==> src/rtl/gift_perm_engine.sv <==
// gift_perm_engine: iterates the GIFT PermBits layer (forward or inverse) k times on one state word.
module gift_perm_engine #(
    parameter int WIDTH = 128,
    parameter int RND_W = 4
) (
    input  logic             clk,
    input  logic             rst,
    input  logic             in_valid,
    output logic             in_ready,
    input  logic [WIDTH-1:0] in_data,
    input  logic             in_inv,
    input  logic [RND_W-1:0] in_rounds,
    output logic             out_valid,
    input  logic             out_ready,
    output logic [WIDTH-1:0] out_data,
    output logic             busy
);
    typedef enum logic [1:0] {IDLE, RUN, DONE} state_t;

    if (WIDTH != 64 && WIDTH != 128) begin : g_bad_width
        $error("gift_perm_engine: WIDTH must be 64 or 128");
    end

    state_t             st_q;
    logic [RND_W-1:0]   cnt_q;
    logic [WIDTH-1:0]   data_q, data_d, fwd, bwd;
    logic               inv_q, in_ready_q, out_valid_q, busy_q;

    // Both directions are pure wiring of the same index map, one instance each.
    for (genvar i = 0; i < WIDTH; i++) begin : g_perm
        localparam int P = 4*(i/16) + (WIDTH/4)*((3*((i%16)/4) + (i%4)) % 4) + (i%4);
        assign fwd[P] = data_q[i];
        assign bwd[i] = data_q[P];
    end

    always_comb data_d = inv_q ? bwd : fwd;

    always_ff @(posedge clk) begin
        if (rst) begin
            st_q        <= IDLE;
            cnt_q       <= '0;
            data_q      <= '0;
            inv_q       <= 1'b0;
            in_ready_q  <= 1'b1;
            out_valid_q <= 1'b0;
            busy_q      <= 1'b0;
        end else begin
            case (st_q)
                IDLE: if (in_valid) begin
                    data_q     <= in_data;
                    inv_q      <= in_inv;
                    cnt_q      <= in_rounds;
                    in_ready_q <= 1'b0;
                    busy_q     <= 1'b1;
                    if (in_rounds == '0) begin
                        st_q        <= DONE;
                        out_valid_q <= 1'b1;
                    end else begin
                        st_q <= RUN;
                    end
                end
                RUN: begin
                    data_q <= data_d;
                    cnt_q  <= cnt_q - 1'b1;
                    if (cnt_q == RND_W'(1)) begin
                        st_q        <= DONE;
                        out_valid_q <= 1'b1;
                    end
                end
                DONE: if (out_ready) begin
                    st_q        <= IDLE;
                    out_valid_q <= 1'b0;
                    busy_q      <= 1'b0;
                    in_ready_q  <= 1'b1;
                end
                default: st_q <= IDLE;
            endcase
        end
    end

    assign in_ready  = in_ready_q;
    assign out_valid = out_valid_q;
    assign busy      = busy_q;
    assign out_data  = data_q;
endmodule

==> config.mk <==
export PLATFORM = sky130hd
export DESIGN_NAME = gift_perm_engine
export DESIGN_NICKNAME = d
export VERILOG_FILES = /design/src/rtl/gift_perm_engine.sv
export SDC_FILE = /design/constraint.sdc
export NUM_CORES = 1
export LEC_CHECK = 0
export ABC_AREA = 1
export CAP_MARGIN = 20
export CORE_MARGIN = 3
export CORE_UTILIZATION = 35
export CTS_CLUSTER_DIAMETER = 30
export DETAILED_ROUTE_END_ITERATION = 8
export PLACE_DENSITY = 0.73
export SETUP_SLACK_MARGIN = 0.02
export SYNTH_ARGS = -nofsm -noshare
export SYNTH_HDL_FRONTEND = slang
export SYNTH_SLANG_ARGS = --single-unit
==> constraint.sdc <==
create_clock -name clk -period 1.5 [get_ports clk]
set_input_delay 0.15 -clock clk [delete_from_list [all_inputs] [get_ports clk]]
set_output_delay 0.15 -clock clk [all_outputs]
set_load 0.01 [all_outputs]
==> results by group, run 1 <==
CTS
  • Setup bufs post-CTS: 0
  • CTS tree: yes
  • CTS max path bufs: 2
  • Htree depth: 4
  • Clock latency at the later pin of the worst-skew pair: 0.42 ns
  • # hold bufs at CTS: 0
  • Reg clk slew, reported paths: 0.06 ns
  • Clock Root Buffer: clkbuf_16
  • CTS Buf Count: 17
  • # resized after CTS: 112
  • CTS sink cnt: 138

Pwr
  • Worst VDD drop: 758 uV
  • Sw frac: 33.2%
  • PD cells: 1190 mW/mm^2
  • Gate power share: 30.1%
  • Net load switching power: 4.21 mW
  • Lkg Pwr: 4.56 nW
  • Seq pwr share: 36.7%
  • Int Pwr: 8.48 mW
  • Clock share of power: 33.1%

GRT
  • Grt ovf: 0
  • First-pass GRT wire length: 43600 microns
  • Total track usage: 24.9%
  • Initial antenna violation count: 1
  • Vias in the first global route: 8005
  • Largest net degree at the start of global routing: 75

Synthesis
  • Syn Std Cell Area: 0.00690 sq mm
  • Synth top area share: 40.0%
  • Synth Net Count: 1143
  • Yosys warns: 0
  • Cell variety after synth: 19
  • Synth area leader: dfxtp_1
  • Mapped Cells: 1004
  • Synth area leaders: dfxtp_1 (40%), a21oi_1 (22%), o21ai_0 (14%)
  • Sequential area share after synthesis: 40.0%
  • Post-Syn Area per Cell: 6.87 sq um
  • Seq cells post-synth: 138

Timing
  • Setup TNS: 0 ns
  • Fin. max-slew vios: 0
  • Clk_skew: 0.00664 ns
  • RSZ-0062 raised after global routing: true
  • Slew HR: 75.7%
  • Min Tclk post-route: 1.43 ns
  • Fin. Hold Viols: 0
  • Final Cycle Share: 95.6%
  • Max Clock Freq: 697 MHz
  • Slew of the pin with the lowest slew margin: 0.364 ns
  • Final setup viols: 0

Critical path
  • Req. time, crit path: 1.35 ns
  • Cell family with most CP delay: buffers and inverters
  • Crit path cell chain: clkdlybuf4s50_1
  • Critical path launch point type: flop
  • CP Capture Type: output pin
  • Buf/Inv on CP: 1
  • Slowest stage delay, CP: 0.55 ns
  • Arrival @ worst endpoint: 1.28 ns
  • CP Class: flop to output pin
  • Worst path slowest cell: clkdlybuf4s50_1
  • Crit path max fanout: 2

Layout
  • Area Growth Syn to Fin: 54.2%
  • Layout Utilization: 56.0%
  • Layout cells sized above 1: 7.63%
  • Inserted Diodes: 0
  • Final nets: 1385

Route
  • Vias/cell: 5.49
  • DRT iter0 DRCs: 726
  • Post-DRT Antenna Nets: 0
  • Initial DRT Pass Iterations: 5
  • Drt total wl: 27700 microns
  • Wire length per cell: 18.2 microns
  • Residual DRC: 0
  • Total number of vias: 8334

Placed design
  • Dpl hpwl: 19700 microns
  • Final Wtd Congestion: 0.910
  • Port bufs: 267

Floorplan
  • Die width: 146 microns
  • Die height: 146 microns
  • IO Pins: 268
  • Die area: 0.0214 sq mm
  • Starting Density: 36.3%
  • Core box area: 0.0190 sq mm
  • # rows: 50

Hold path
  • Class of the most critical hold timing path: primary input to flop

Flow run
  • Maxcap violations: 0

Status
  • Status: finished clean
[worst paths after layout]
| kind | slack (ns) | to | startpoint | cells after the start |
|---|---|---|---|---|
| max | 0.07 | in_ready | in_ready$_SDFFE_PP1P_ | 1 |
| min | 0.31 | out_data[101]$_SDFFE_PP0P_ | in_data[101] | 3 |
| max reg2reg | 0.10 | cnt_q[2]$_SDFFE_PP0P_ | st_q[0]$_SDFFE_PP0P_ | 7 |
| min reg2reg | 0.48 | cnt_q[3]$_SDFFE_PP0P_ | cnt_q[3]$_SDFFE_PP0P_ | 2 |
[routing by layer]
layer | part of all wire [%] | vias to the layer above | track usage [%] | routed length [microns]
met1 | 42 | 3901 | 31.6 | 11600
li1 | - | 4004 | - | -
met3 | 7.8 | 47 | 6.77 | 2150
met4 | 2.8 | 0 | 8.56 | 772
met2 | 48 | 382 | 41.1 | 13200
met5 | 0 | - | 0 | 0
[cells in the final DEF, fill, tap and decap left out, types with 32 or more instances in the layout]
cell type / synthesis / layout
buf_4: 1 / 32
dlygate4sd2_1: 0 / 105
clkdlybuf4s50_1: 0 / 140
o21ai_0: 187 / 187
o211ai_1: 47 / 47
dfxtp_1: 138 / 129
a21oi_1: 297 / 297
inv_1: 55 / 54
nand2_1: 70 / 70
nor2_1: 77 / 77
[layout make-up]
cell class / count / area [sq um]
well taps: 260 / 325
inverters: 59 / 233
clock inverters: 8 / 92.6
multi-input cells: 713 / 3550
clock buffers: 23 / 488
repair buffers: 317 / 3180
fillers: 1872 / 8380
flip-flops and latches: 138 / 2780
[metrics by stage]
stage / instance area [sq um] / hold WS (ns) / power (mW) / setup WS [ns] / cells
finish: 10600 / 0.307 / 12.7 / 0.0659 / 1518
global route: 10600 / 0.312 / 13.3 / 0.0159 / 1518
CTS: 10600 / 0.292 / 12.7 / 0.0201 / 1518
detailed placement: 10100 / 0.468 / 8.80 / -0.0621 / 1487
global placement: 10100 / 0.467 / 8.76 / -0.0382 / 1487
floorplan: 6900 / 0.219 / 6.54 / 0.195 / 1004
[cells by family after synthesis]
| family | count (synthesis) | synth area share, % |
|---|---|---|
| DFF | 138 | 40.0 |
| buffers and inverters | 153 | 8.90 |
| adders and majority gates | 2 | 0.363 |
| and+or+nand+nor | 155 | 8.63 |
| AOI/OAI and AO/OA | 556 | 42.1 |
[sequential cells by signal, summed over array words and instances (netlist names)]
register,flops
out_data,128
cnt_q,4
st_q,2
busy,1
in_ready,1
inv_q,1
out_valid,1
[power groups by stage]
stage | Clock [mW] | Combinational, mW | Sequential [mW]
after floorplan | 0 | 1.72 | 4.81
after global placement | 0 | 4.02 | 4.74
after detailed placement | 0 | 4.06 | 4.74
after CTS | 4.26 | 3.83 | 4.66
after global routing | 4.41 | 4.19 | 4.73
final | 4.20 | 3.83 | 4.66
[synthesized netlist by cell type]
cell type / instances
nor2_1: 77
nor2_2: 1
buf_4: 1
o21ai_1: 22
inv_1: 55
clkbuf_2: 3
nand3_1: 5
clkbuf_1: 50
buf_1: 14
ha_1: 2
nand2_2: 2
a31oi_1: 3
nand2_1: 70
a21oi_1: 297
o211ai_1: 47
dfxtp_1: 138
inv_2: 4
buf_2: 26
o21ai_0: 187
Power figures use the tool's default switching activity.
==> run 2, diff against run 1 <==
--- a/config.mk
+++ b/config.mk
@@ -12,6 +12,7 @@
 export CTS_CLUSTER_DIAMETER = 30
 export DETAILED_ROUTE_END_ITERATION = 8
 export PLACE_DENSITY = 0.73
+export RECOVER_POWER = 25
 export SETUP_SLACK_MARGIN = 0.02
 export SYNTH_ARGS = -nofsm -noshare
 export SYNTH_HDL_FRONTEND = slang
==> run 2 against run 1 <==
  * First-iteration DRC count shrank 7.0%
  * Cell count stayed put
  * Sequential share of layout area rose by 0.092 points
  * Global-route usage did not move
  * Largest cell class unchanged
  * Final area fell by 0.58%
  * Clock power barely moved
  * Total power is essentially flat
  * Sequential power is essentially flat
  * Critical path depth is the same
  * Combinational power hardly changed
  * Die area unchanged
  * Highest routed layer unchanged
  * Wire length down 0.29%
==> results by group, run 2 (synthesis gave the netlist of run 1 again) <==
Status
  • Status: finished clean

CTS
  • Clock latency at the later pin of the worst-skew pair: 0.42 ns
  • Reg clk slew, reported paths: 0.06 ns
  • Htree depth: 4
  • CTS tree: yes
  • CTS max path bufs: 2
  • Clock Root Buffer: clkbuf_16
  • # hold bufs at CTS: 0
  • Setup bufs post-CTS: 0
  • CTS Buf Count: 17
  • CTS sink cnt: 138

Timing
  • Final setup viols: 0
  • Final Cycle Share: 95.8%
  • Max Clock Freq: 696 MHz
  • Slew of the pin with the lowest slew margin: 0.366 ns
  • Fin. max-slew vios: 0
  • Min Tclk post-route: 1.44 ns
  • Min Hold Slack: 0.307 ns
  • Fin. Hold Viols: 0
  • Setup TNS: 0 ns
  • Slew HR: 75.6%
  • RSZ-0062 raised after global routing: true
  • Clk_skew: 0.00751 ns

Flow run
  • Maxcap violations: 0

Critical path
  • Critical path launch point type: flop
  • Path depth of the worst reg2reg path: 7
  • Crit path max fanout: 2
  • CP Capture Type: output pin
  • Crit path launch: in_ready$_SDFFE_PP1P_
  • R2r startpoint: st_q[0]$_SDFFE_PP0P_
  • Arrival @ worst endpoint: 1.29 ns
  • Req. time, crit path: 1.35 ns
  • Reg-to-Reg End: cnt_q[2]$_SDFFE_PP0P_
  • Reg2Reg Setup Slack: 0.10 ns
  • Worst path slowest cell: clkdlybuf4s50_1
  • Crit path cell chain: clkdlybuf4s50_1
  • Slowest stage delay, CP: 0.55 ns
  • Buf/Inv on CP: 1
  • Cell family with most CP delay: buffers and inverters
  • CP Class: flop to output pin

Floorplan
  • Starting Density: 36.3%
  • Die area: 0.0214 sq mm
  • # rows: 50
  • IO Pins: 268
  • Core box area: 0.0190 sq mm
  • Die width: 146 microns
  • Die height: 146 microns

Layout
  • Most common cell after layout, fill and taps aside: a21oi_1
  • Fin cells: 1518
  • Area Growth Syn to Fin: 53.3%
  • Max reg flops: 128
  • Final nets: 1385
  • Layout cells sized above 1: 7.23%
  • Inserted Diodes: 0
  • Fillcell total: 1888
  • Most frequent cells in the layout: a21oi_1 (297), o21ai_0 (187), clkdlybuf4s50_1 (140), dfxtp_1 (134), dlygate4sd2_1 (105)

Route
  • DRT iter0 DRCs: 675
  • Initial DRT Pass Iterations: 5
  • Residual DRC: 0
  • Drt total wl: 27600 microns
  • Post-DRT Antenna Nets: 0
  • Wire length per cell: 18.2 microns
  • Vias/cell: 5.47
  • Total number of vias: 8308

GRT
  • Largest net degree at the start of global routing: 75
  • GRT busiest layer: met2
  • Total track usage: 24.9%
  • M1 GR Usage: 31.6%
  • Grt ovf: 0
  • Initial antenna violation count: 1
  • Met2 Track Usage GR: 41.1%
  • First-pass GRT wire length: 43600 microns
  • GR met3 Demand/Resource: 6.77%
  • Vias in the first global route: 8005

Hold path
  • Class of the most critical hold timing path: primary input to flop
  • Hold Path Sink: out_data[101]$_SDFFE_PP0P_
  • Hold Path Depth: 3
  • Hold Crit Start: in_data[101]

Placed design
  • Cell total after placement: 1487
  • Dpl hpwl: 19700 microns
  • Final Wtd Congestion: 0.910
  • Port bufs: 267

Pwr
  • PD cells: 1200 mW/mm^2
  • Seq pwr share: 36.8%
  • Clock share of power: 33.1%
  • Gate power share: 30.1%
  • Sw frac: 33.2%
  • Net load switching power: 4.21 mW
  • Lkg Pwr: 4.23 nW
  • Worst VDD drop: 761 uV
  • Overall Power: 12.7 mW
  • Int Pwr: 8.47 mW
-- run 2: layer usage --
metal | routed length, microns | part of all wire (%)
met5 | 0 | 0
met4 | 812 | 2.9
met3 | 2190 | 7.9
met2 | 13000 | 47
met1 | 11600 | 42
-- run 2: worst max-delay path by stage --
stage | slack, ns | depth (start not counted) | to
after global routing | 0.02 | 7 | cnt_q[2]$_SDFFE_PP0P_
after CTS | 0.02 | 1 | out_data[115]
after floorplan | 0.19 | 6 | out_data[56]$_SDFFE_PP0P_
final | 0.06 | 1 | in_ready
after global placement | -0.04 | 8 | out_data[49]$_SDFFE_PP0P_
after detailed placement | -0.06 | 8 | out_data[49]$_SDFFE_PP0P_
-- run 2: cell type report --
cell class	count	area, sq um	share of cell area, %
Sequential cell	138	2770	26.2
Clock buffer	23	488	4.61
Multi-Input combinational cell	713	3550	33.5
Timing Repair Buffer	317	3120	29.5
Tap cell	260	325	3.07
Clock inverter	8	92.6	0.875
Inverter	59	233	2.20
-- run 2: repair_timing --
action,4_1_cts,5_1_grt
resized for setup,112,27
hold endpoints to repair,0,0
setup endpoints to repair,105,82
-- run 2: power by group through the flow --
stage | registers [mW] | clock network (mW) | logic [mW]
floorplan | 4.81 | 0 | 1.72
global placement | 4.74 | 0 | 4.02
detailed placement | 4.74 | 0 | 4.06
CTS | 4.66 | 4.26 | 3.83
global route | 4.73 | 4.41 | 4.19
finish | 4.66 | 4.20 | 3.82
-- run 2: tightest hold or removal path: cells and delay by family --
family	cells	cell delay (ns)
AOI/OAI and AO/OA	1	0.07
and+or+nand+nor	1	0.06
buffers and inverters	1	0.40
-- run 2: per-stage QoR --
step / cell area (sq um) / util [%] / setup WS [ns]
5_1_grt: 10600 / 55.6 / 0.0159
3_3_place_gp: 10100 / 53.2 / -0.0382
6_report: 10600 / 55.6 / 0.0634
4_1_cts: 10600 / 55.6 / 0.0201
2_1_floorplan: 6900 / - / 0.195
3_5_place_dp: 10100 / 53.2 / -0.0621
==> run 3, diff against run 2 <==
==> constraint.sdc (replaced) <==
create_clock -name clk -period 1.6 [get_ports clk]
set_input_delay 0.16 -clock clk [delete_from_list [all_inputs] [get_ports clk]]
set_output_delay 0.16 -clock clk [all_outputs]
set_load 0.01 [all_outputs]
==> run 3 against run 2 <==
  * Critical path type unchanged
  * Total power decreased by 5.4%
  * Sequential power decreased by 5.6%
  * Combinational power decreased by 5%
  * Worst setup slack got worse by 0.017 ns
  * Critical path depth unchanged
  * Register-to-register slack improved by 0.05 ns
  * Largest cell class unchanged
==> results by group, run 3 (synthesis gave the netlist of run 1 again) <==
Status
  • Status: finished clean

Timing
  • Final setup viols: 0
  • RSZ-0062 raised after global routing: false
  • Fin. Hold Viols: 0
  • Min Tclk post-route: 1.55 ns
  • Setup ws final: 0.0468 ns
  • Slew of the pin with the lowest slew margin: 0.390 ns
  • Max Clock Freq: 644 MHz
  • Slew HR: 74.0%
  • Fin. max-slew vios: 0
  • Final Cycle Share: 97.1%
  • Clk_skew: 0.0102 ns

Placed design
  • DP Worst Slack: -0.00289 ns
  • Dpl hpwl: 19300 microns
  • Area after DPL: 0.00997 sq mm
  • Port bufs: 267
  • Final Wtd Congestion: 0.900

Critical path
  • Reg2Reg Setup Slack: 0.15 ns
  • Path depth of the worst reg2reg path: 7
  • Crit path max fanout: 4
  • R2r startpoint: st_q[1]$_SDFFE_PP0P_
  • Worst path slowest cell: clkdlybuf4s50_1
  • Buf/Inv on CP: 1
  • Reg-to-Reg End: out_data[117]$_SDFFE_PP0P_
  • Arrival @ worst endpoint: 1.39 ns
  • Cell family with most CP delay: buffers and inverters
  • CP Class: flop to output pin
  • Critical path launch point type: flop
  • Crit path cell chain: clkdlybuf4s50_1
  • Req. time, crit path: 1.44 ns
  • CP Capture Type: output pin
  • Slowest stage delay, CP: 0.57 ns

Route
  • Residual DRC: 0
  • Met2 WL post-DR: 12900 microns
  • Initial DRT Pass Iterations: 5
  • DRT iter0 DRCs: 726
  • WL met1: 11400 microns
  • Length of routed met3 wiring: 2510 microns
  • Drt total wl: 27600 microns
  • Wire length per cell: 18.4 microns
  • Max Used Layer: met5
  • Post-DRT Antenna Nets: 0
  • Vias/cell: 5.49
  • Total number of vias: 8260

GRT
  • Vias in the first global route: 7746
  • Total track usage: 24.5%
  • First-pass GRT wire length: 42600 microns
  • Grt ovf: 0
  • Largest net degree at the start of global routing: 80
  • Initial antenna violation count: 1

Flow run
  • Maxcap violations: 0

CTS
  • Clock Root Buffer: clkbuf_16
  • CTS sink cnt: 138
  • Clock latency at the later pin of the worst-skew pair: 0.42 ns
  • Reg clk slew, reported paths: 0.06 ns
  • Htree depth: 4
  • CTS tree: yes
  • CTS Buf Count: 17
  • # hold bufs at CTS: 0
  • CTS max path bufs: 2

Hold path
  • Class of the most critical hold timing path: primary input to flop
  • Hold Path Sink: out_data[101]$_SDFFE_PP0P_
  • Hold Path Depth: 3
  • Hold Crit Start: in_data[101]

Floorplan
  • IO Pins: 268
  • Die width: 146 microns
  • Core box area: 0.0190 sq mm
  • Die height: 146 microns
  • Die area: 0.0214 sq mm
  • Starting Density: 36.3%
  • # rows: 50

Layout
  • Most frequent cells in the layout: a21oi_1 (297), clkdlybuf4s50_1 (234), o21ai_0 (187), dfxtp_1 (124), nor2_1 (77)
  • Most common cell after layout, fill and taps aside: a21oi_1
  • Layout cells sized above 1: 7.07%
  • Area Growth Syn to Fin: 52.1%
  • Max reg flops: 128
  • Fillcell total: 1823
  • Final nets: 1372
  • Inserted Diodes: 0
  • Design Area, Final: 0.0105 sq mm

Pwr
  • Worst VDD drop: 813 uV
  • Lkg Pwr: 3.81 nW
  • PD cells: 1140 mW/mm^2
==> run 3: cell count changes in the layout (fill, tap and decap cells not counted), moves of 2 or more <==
| cell | previous run | this run |
|---|---|---|
| dlygate4sd2_1 | 105 | 10 |
| clkdlybuf4s50_1 | 140 | 234 |
| buf_4 | 32 | 22 |
| dfxtp_1 | 134 | 124 |
| dfxtp_2 | 3 | 13 |
| clkbuf_1 | 2 | 10 |
| clkdlybuf4s25_1 | 22 | 14 |
| buf_12 | 16 | 12 |
| clkinv_2 | 6 | 4 |
| clkinv_4 | 0 | 2 |
==> run 3: where the power goes <==
group	total, mW	internal (mW)	leakage (nW)	switching [mW]
combinational	3.64	1.68	2.37	1.96
sequential	4.40	3.92	1.15	0.481
clock	3.95	2.39	0.290	1.56
total	12.0	8.00	3.81	4.00
==> run 3: worst max-delay path by stage <==
stage                                         start                        end  slack, ns  cells past startpoint
after global placement                     in_valid   out_data[6]$_SDFFE_PP0P_       0.02                      8
after floorplan                  inv_q$_SDFFE_PP0P_  out_data[56]$_SDFFE_PP0P_       0.29                      6
final                     out_data[24]$_SDFFE_PP0P_               out_data[24]       0.05                      1
after detailed placement                   in_valid  out_data[60]$_SDFFE_PP0P_     -0.003                      8
after global routing       out_data[2]$_SDFFE_PP0P_                out_data[2]       0.02                      1
after CTS                 out_data[82]$_SDFFE_PP0P_               out_data[82]       0.02                      1
==> run 3: per-layer routing <==
metal  vias to the layer above  global-route usage, %
met5                         -                      0
met4                         2                   9.60
met3                        51                   6.02
met2                       432                   39.4
met1                      3805                   31.7
li1                       3970                      -
==> run 3: timing repair <==
item,in CTS,in global routing
buffers inserted,0,0
setup endpoints to repair,20,26
resized for setup,20,26
==> run 3: area by class of cell <==
class	instances	area, sq um	area share (%)
tap	260	325	3.10
timing repair buffer	304	3030	28.9
inverter	59	228	2.17
clock inverter	9	86.3	0.822
clock buffer	22	505	4.81
multi-input combinational	713	3540	33.7
sequential	138	2780	26.5
==> run 3: through the flow <==
step | instances | hold WS, ns | total power, mW | util [%] | setup TNS, ns
global route | 1505 | 0.335 | 12.6 | 55.2 | 0
detailed placement | 1474 | 0.458 | 8.17 | 52.4 | -0.00289
CTS | 1505 | 0.302 | 12.1 | 55.6 | 0
floorplan | 1004 | 0.229 | 6.13 | - | 0
finish | 1505 | 0.324 | 12.0 | 55.2 | 0
global placement | 1474 | 0.453 | 8.12 | 52.4 | 0
==> run 3: worst register-to-register path: stages, from the launching register on <==
cell,delay (ns)
dfxtp_1,0.37
inv_1,0.11
nand2_4,0.15
nand2_4,0.10
inv_4,0.11
buf_6,0.30
a21oi_1,0.09
a21oi_1,0.16
